### config.mk
export PLATFORM = sky130hd
export DESIGN_NAME = control_unit
export DESIGN_NICKNAME = d
export VERILOG_FILES = /design/src/rtl/control_unit.sv
export SDC_FILE = /design/constraint.sdc
export NUM_CORES = 1
export LEC_CHECK = 0
export BUFFER_PORTS_ARGS = -buffer_cell sky130_fd_sc_hd__buf_2
export CAP_MARGIN = 20
export CORE_MARGIN = 3
export CORE_UTILIZATION = 35
export CTS_BUF_LIST = sky130_fd_sc_hd__clkbuf_2 sky130_fd_sc_hd__clkbuf_4 sky130_fd_sc_hd__clkbuf_8
export DETAILED_ROUTE_END_ITERATION = 6
export PLACE_DENSITY = 0.7
export SYNTH_ARGS = -nofsm -noshare
export SYNTH_HDL_FRONTEND = slang
export SYNTH_SLANG_ARGS = --single-unit
### constraint.sdc
create_clock -name clk -period 2.55 [get_ports clk]
set_clock_uncertainty 0.1 [all_clocks]
set_input_delay 0.51 -clock clk [delete_from_list [all_inputs] [get_ports clk]]
set_output_delay 0.51 -clock clk [all_outputs]
set_load 0.01 [all_outputs]
### src/rtl/control_unit.sv
// -----------------------------------------------------------------------------
// control_unit
//
// Multi-cycle fetch/decode/execute sequencer for the 8-bit datapath
// (PC, IR, Add_R, Reg_Y, Reg_Z, GPRF R0-R3, ALU, Mux_1, Mux_2).
//
// The FSM sequences each instruction through these states:
//   FETCH0 -> FETCH1 -> DECODE -> (EXEC1 | OPA -> OPB [-> EXEC2] | HALT)
//
// Control outputs are a combinational decode of the registered state, the IR
// contents and the Reg_Z flags. While rst is high, every output is forced to 0.
//
// Ports
//   clk             in   system clock, rising edge
//   rst             in   asynchronous active-high reset
//   ir_out[7:0]     in   IR contents: opcode=[7:4], rs=[3:2], rd=[1:0]
//   flags[7:0]      in   Reg_Z contents, bit 0 = Z
//   load_R0..R3     out  GPRF write enables, one-hot on rd
//   gprf_sel_read   out  GPRF read select
//   gprf_sel_write  out  GPRF write select (rd)
//   inc_PC/load_PC  out  PC increment / load (mutually exclusive)
//   load_Add_R, load_Reg_Y, load_Reg_Z, load_IR  out  register loads
//   alu_select[2:0] out  ALU op: ADD 0, SUB 1, AND 2, OR 3, XOR 4
//   Mux_1_sel[2:0]  out  Bus_1 source (0 gprf ... 5 pc, 6 ir, 7 sp)
//   Mux_2_sel[1:0]  out  Bus_2 source (0 alu, 1 Bus_1, 2 data_ram, 3 zero)
//   halted          out  high in HALT state
//   o_dbg_state     out  current FSM state, for observation only
// -----------------------------------------------------------------------------
module control_unit (
    input  logic       clk,
    input  logic       rst,
    input  logic [7:0] ir_out,
    input  logic [7:0] flags,
    output logic       load_R0,
    output logic       load_R1,
    output logic       load_R2,
    output logic       load_R3,
    output logic [1:0] gprf_sel_read,
    output logic [1:0] gprf_sel_write,
    output logic       inc_PC,
    output logic       load_PC,
    output logic       load_Add_R,
    output logic       load_Reg_Y,
    output logic       load_Reg_Z,
    output logic       load_IR,
    output logic [2:0] alu_select,
    output logic [2:0] Mux_1_sel,
    output logic [1:0] Mux_2_sel,
    output logic       halted,
    output logic [2:0] o_dbg_state
);

    typedef enum logic [2:0] {
        S_FETCH0 = 3'd0,
        S_FETCH1 = 3'd1,
        S_DECODE = 3'd2,
        S_OPA    = 3'd3,
        S_OPB    = 3'd4,
        S_EXEC1  = 3'd5,
        S_EXEC2  = 3'd6,
        S_HALT   = 3'd7
    } state_t;

    localparam logic [3:0] OP_NOP = 4'h0;
    localparam logic [3:0] OP_LDI = 4'h1;
    localparam logic [3:0] OP_MOV = 4'h2;
    localparam logic [3:0] OP_ADD = 4'h3;
    localparam logic [3:0] OP_SUB = 4'h4;
    localparam logic [3:0] OP_AND = 4'h5;
    localparam logic [3:0] OP_OR  = 4'h6;
    localparam logic [3:0] OP_XOR = 4'h7;
    localparam logic [3:0] OP_LD  = 4'h8;
    localparam logic [3:0] OP_JMP = 4'h9;
    localparam logic [3:0] OP_JZ  = 4'hA;
    localparam logic [3:0] OP_HLT = 4'hF;

    localparam logic [2:0] M1_GPRF = 3'd0;
    localparam logic [2:0] M1_PC   = 3'd5;

    localparam logic [1:0] M2_ALU  = 2'd0;
    localparam logic [1:0] M2_BUS1 = 2'd1;
    localparam logic [1:0] M2_RAM  = 2'd2;

    state_t r_state;
    state_t w_next;

    logic [3:0] w_opcode;
    logic [1:0] w_rs;
    logic [1:0] w_rd;
    logic       w_z;
    logic [3:0] w_load_r;   // one-hot write request, expanded onto rd
    logic       w_wr_gprf;  // a GPRF write is requested this state
    logic       w_unused_flags;

    assign w_opcode       = ir_out[7:4];
    assign w_rs           = ir_out[3:2];
    assign w_rd           = ir_out[1:0];
    assign w_z            = flags[0];
    assign w_unused_flags = ^flags[7:1];

    // -------------------------------------------------------------------------
    // State register
    // -------------------------------------------------------------------------
    always_ff @(posedge clk or posedge rst) begin
        if (rst) begin
            r_state <= S_FETCH0;
        end else begin
            r_state <= w_next;
        end
    end

    assign o_dbg_state = r_state;

    // -------------------------------------------------------------------------
    // Next-state and control decode
    // -------------------------------------------------------------------------
    always_comb begin
        w_next         = r_state;
        w_wr_gprf      = 1'b0;
        gprf_sel_read  = 2'd0;
        gprf_sel_write = w_rd;
        inc_PC         = 1'b0;
        load_PC        = 1'b0;
        load_Add_R     = 1'b0;
        load_Reg_Y     = 1'b0;
        load_Reg_Z     = 1'b0;
        load_IR        = 1'b0;
        alu_select     = 3'd0;
        Mux_1_sel      = 3'd0;
        Mux_2_sel      = 2'd0;
        halted         = 1'b0;

        unique case (r_state)
            S_FETCH0: begin
                // Add_R <= PC via Bus_1
                Mux_1_sel  = M1_PC;
                Mux_2_sel  = M2_BUS1;
                load_Add_R = 1'b1;
                w_next     = S_FETCH1;
            end

            S_FETCH1: begin
                // IR <= RAM[Add_R]; RAM read is asynchronous
                Mux_2_sel = M2_RAM;
                load_IR   = 1'b1;
                inc_PC    = 1'b1;
                w_next    = S_DECODE;
            end

            S_DECODE: begin
                w_next = S_FETCH0;
                case (w_opcode)
                    OP_MOV: begin
                        gprf_sel_read = w_rs;
                        Mux_1_sel     = M1_GPRF;
                        Mux_2_sel     = M2_BUS1;
                        w_wr_gprf     = 1'b1;
                    end
                    OP_ADD, OP_SUB, OP_AND, OP_OR, OP_XOR: begin
                        // Reg_Y takes the old rd so rd==rs still reads R op R
                        gprf_sel_read = w_rd;
                        Mux_1_sel     = M1_GPRF;
                        Mux_2_sel     = M2_BUS1;
                        load_Reg_Y    = 1'b1;
                        w_next        = S_EXEC1;
                    end
                    OP_LDI, OP_LD, OP_JMP, OP_JZ: begin
                        w_next = S_OPA;
                    end
                    OP_HLT: begin
                        w_next = S_HALT;
                    end
                    default: begin
                        // NOP and the undefined opcodes 0xB-0xE
                        w_next = S_FETCH0;
                    end
                endcase
            end

            S_EXEC1: begin
                gprf_sel_read = w_rs;
                Mux_1_sel     = M1_GPRF;
                alu_select    = w_opcode[2:0] - OP_ADD[2:0];
                Mux_2_sel     = M2_ALU;
                w_wr_gprf     = 1'b1;
                load_Reg_Z    = 1'b1;
                w_next        = S_FETCH0;
            end

            S_OPA: begin
                // operand byte lives at the address PC now points to
                Mux_1_sel  = M1_PC;
                Mux_2_sel  = M2_BUS1;
                load_Add_R = 1'b1;
                w_next     = S_OPB;
            end

            S_OPB: begin
                Mux_2_sel = M2_RAM;
                w_next    = S_FETCH0;
                case (w_opcode)
                    OP_LDI: begin
                        w_wr_gprf = 1'b1;
                        inc_PC    = 1'b1;
                    end
                    OP_LD: begin
                        // operand is the data address: Add_R <= RAM[Add_R]
                        load_Add_R = 1'b1;
                        inc_PC     = 1'b1;
                        w_next     = S_EXEC2;
                    end
                    OP_JMP: begin
                        load_PC = 1'b1;
                    end
                    OP_JZ: begin
                        load_PC = w_z;
                        inc_PC  = ~w_z;
                    end
                    default: begin
                        w_next = S_FETCH0;
                    end
                endcase
            end

            S_EXEC2: begin
                Mux_2_sel = M2_RAM;
                w_wr_gprf = 1'b1;
                w_next    = S_FETCH0;
            end

            S_HALT: begin
                gprf_sel_write = 2'd0;
                halted         = 1'b1;
                w_next         = S_HALT;
            end

            default: begin
                w_next = S_FETCH0;
            end
        endcase

        // Reset wins over every decoded control, including FETCH0's
        if (rst) begin
            w_wr_gprf      = 1'b0;
            gprf_sel_read  = 2'd0;
            gprf_sel_write = 2'd0;
            inc_PC         = 1'b0;
            load_PC        = 1'b0;
            load_Add_R     = 1'b0;
            load_Reg_Y     = 1'b0;
            load_Reg_Z     = 1'b0;
            load_IR        = 1'b0;
            alu_select     = 3'd0;
            Mux_1_sel      = 3'd0;
            Mux_2_sel      = 2'd0;
            halted         = 1'b0;
        end
    end

    // GPRF write enable expanded one-hot on rd
    always_comb begin
        w_load_r = 4'b0000;
        if (w_wr_gprf) begin
            w_load_r[w_rd] = 1'b1;
        end
    end

    assign load_R0 = w_load_r[0];
    assign load_R1 = w_load_r[1];
    assign load_R2 = w_load_r[2];
    assign load_R3 = w_load_r[3];

endmodule

==> metrics.txt <==
routability congestion estimate ~0.83; TritonCTS Sinks 3; max FFs per register 3; setup TNS 0 ns; ys async rst share 1.00; port buffer count 35; number of global-route vias before repair 670; die area 0.00232 mm^2; Die Height 48.2 um; Synth Net Count 108; Final HPWL DP around 1500 um; placed cell count 147; share of the synthesized area in the top cell type 0.120; Post-Place Cell Area 860 um^2; Via density 5.39; post-route minimum period 2.50 ns; clock-pin slew on the worst setup and hold paths ~0.040 ns; sequential fraction of the synthesis area 0.120; setup ws final 0.0476 ns; nets 151; top-count cell post-synth nor2_1; worst slack, placed 0.0164 ns; CP Launch Point ir_out[5]; Yosys top cell by area dfrtp_1; Die X 48.2 um; crit path launch type input port; Post-Syn Instances 86; fin crit share 0.981; Yosys cell types 36; hold buffer count at CTS 0; synth warn 0; reg2reg start o_dbg_state[1]; static leakage 0.505 nW; met2 Usage GRT 0.260; Residual DRC 0; Critical Path AT 1.89 ns; crit-path max FO 3; synthesized area per cell slightly above 7 um^2; H-tree levels 1; Area Overhead vs Synth 58.0%; Rel. slew slack 0.636; ANT cells 0; Cell Pwr Density 704 mW/mm^2; drt pass-1 iters 4; antenna violations before repair 0; final setup fails 0; met1 GRT Util 0.223; Top Ports 44; GRT busiest layer met2; # rows 14; largest net degree at the start of global routing 14; Main synth FF type dfrtp_1; Max clock buf depth 2; layout cells sized above 1 0.492; max-capacitance violation count 0; TritonCTS clock tree done; Core Box Area 0.00159 mm^2; EDFF count, synth 0; Final Hold Viols 0; WL final 2030 um; worst skew pair latency approximately 0.23 ns; area of the multi-input gates 552 um^2; Slew Limit Fails 0; gr ovfl total 0; maximum clock frequency 400 MHz; critical path class input port to primary output; Fill cells 153; via count 820; worst hold path type input port to asynchronous set/reset pin; Finished Cell Area 985 um^2; Initial DRC Count 27; Avg WL per Cell ~13 um; total track usage 0.162; top cells by count, synth nor2_1, inv_1, nand2_1, buf_2, nor2b_1; starting density of the core 0.391; final cell count without fillers 152; CP Data Required Time 1.94 ns; synth top area cells dfrtp_1, ha_1, a2111oi_0, nor2_1, nor2b_1; status complete, no violations; Critical Path Sink Type primary output; FF+latch area around 75 um^2; CTS Buf Count 3; first-pass GRT wire length 2730 um; met3 usage 0.0258; post-synthesis cell area 623 um^2; WHS roughly 0.2 ns; #FFs+latches synth 3; maximum VDD drop 0.351 mV; Routed Antenna Nets 0; worst slew pin tran 0.541 ns; root buffer cell clkbuf_4
[final timing paths]
check                      slack, ns          endpoint  depth (start not counted)
max                             0.05  gprf_sel_read[0]                          7
min                             0.20    o_dbg_state[1]                          2
max reg2reg                     1.12    o_dbg_state[1]                          4
min reg2reg                     0.51    o_dbg_state[2]                          1
max in group asynchronous       1.96    o_dbg_state[0]                          2
min in group clk                0.51    o_dbg_state[2]                          1
[metal layers]
layer,up-vias,wire (um)
met5,-,0
met4,0,0
met3,0,155
met2,39,1080
met1,385,798
li1,396,-
[where the power goes]
part	total [mW]	switching (mW)	leakage [nW]	internal [mW]
clock network	0.0914	0.0223	0.0184	0.0691
logic	0.512	0.278	0.448	0.234
registers	0.0901	0.0193	0.0381	0.0707
total	0.694	0.320	0.505	0.374
[layout make-up]
class	instances	area share
clock buffers	4	0.0305
inverters	7	0.0318
multi-input cells	68	0.560
flip-flops and latches	3	0.0762
well taps	24	0.0305
repair buffers	46	0.271
[cells in the final DEF, fill, tap and decap left out, types with 2 or more instances in the layout]
cell type  Yosys  routed
inv_4          0       2
a2111oi_1      0       2
inv_1          7       5
a21o_1         2       2
clkbuf_4       0       4
nor3b_1        2       2
o32ai_2        0       2
nor2b_1        5       5
a22oi_1        2       2
and2_1         2       2
xor2_1         2       2
dfrtp_1        3       3
and3_1         2       2
a221o_1        2       2
buf_2          5      33
nor3b_2        2       2
nor3_1         3       3
nand2b_1       4       4
nor2_1         9       9
ha_4           0       4
nand2_1        6       6
buf_4          2      12
[stage by stage]
| step | power, mW | utilization |
|---|---|---|
| floorplan | 0.419 | - |
| global placement | 0.568 | 0.539 |
| detailed placement | 0.575 | 0.539 |
| CTS | 0.670 | 0.558 |
| global route | 0.760 | 0.618 |
| finish | 0.694 | 0.618 |
[logic make-up after synthesis]
logic type	count (synthesis)	share of synthesized area
buffers and inverters	15	0.112
AO/OA/AOI/OAI	21	0.271
multiplexers	1	0.0181
adder cells (fa/ha/maj)	4	0.0803
AND/OR/NAND/NOR	39	0.363
other	1	0.00602
flip-flops	3	0.120
XOR/XNOR	2	0.0281
[critical path, stage by stage]
cell	delay, ns
buf_4	0.14
inv_4	0.08
ha_4	0.13
nor4_1	0.06
or4b_4	0.55
o32ai_2	0.25
buf_2	0.17
[timing repair]
item,in CTS,in global routing
buffers inserted,0,1
resized for setup,0,23
setup endpoints to repair,0,7
No activity file was read; power rests on OpenSTA's default activity.
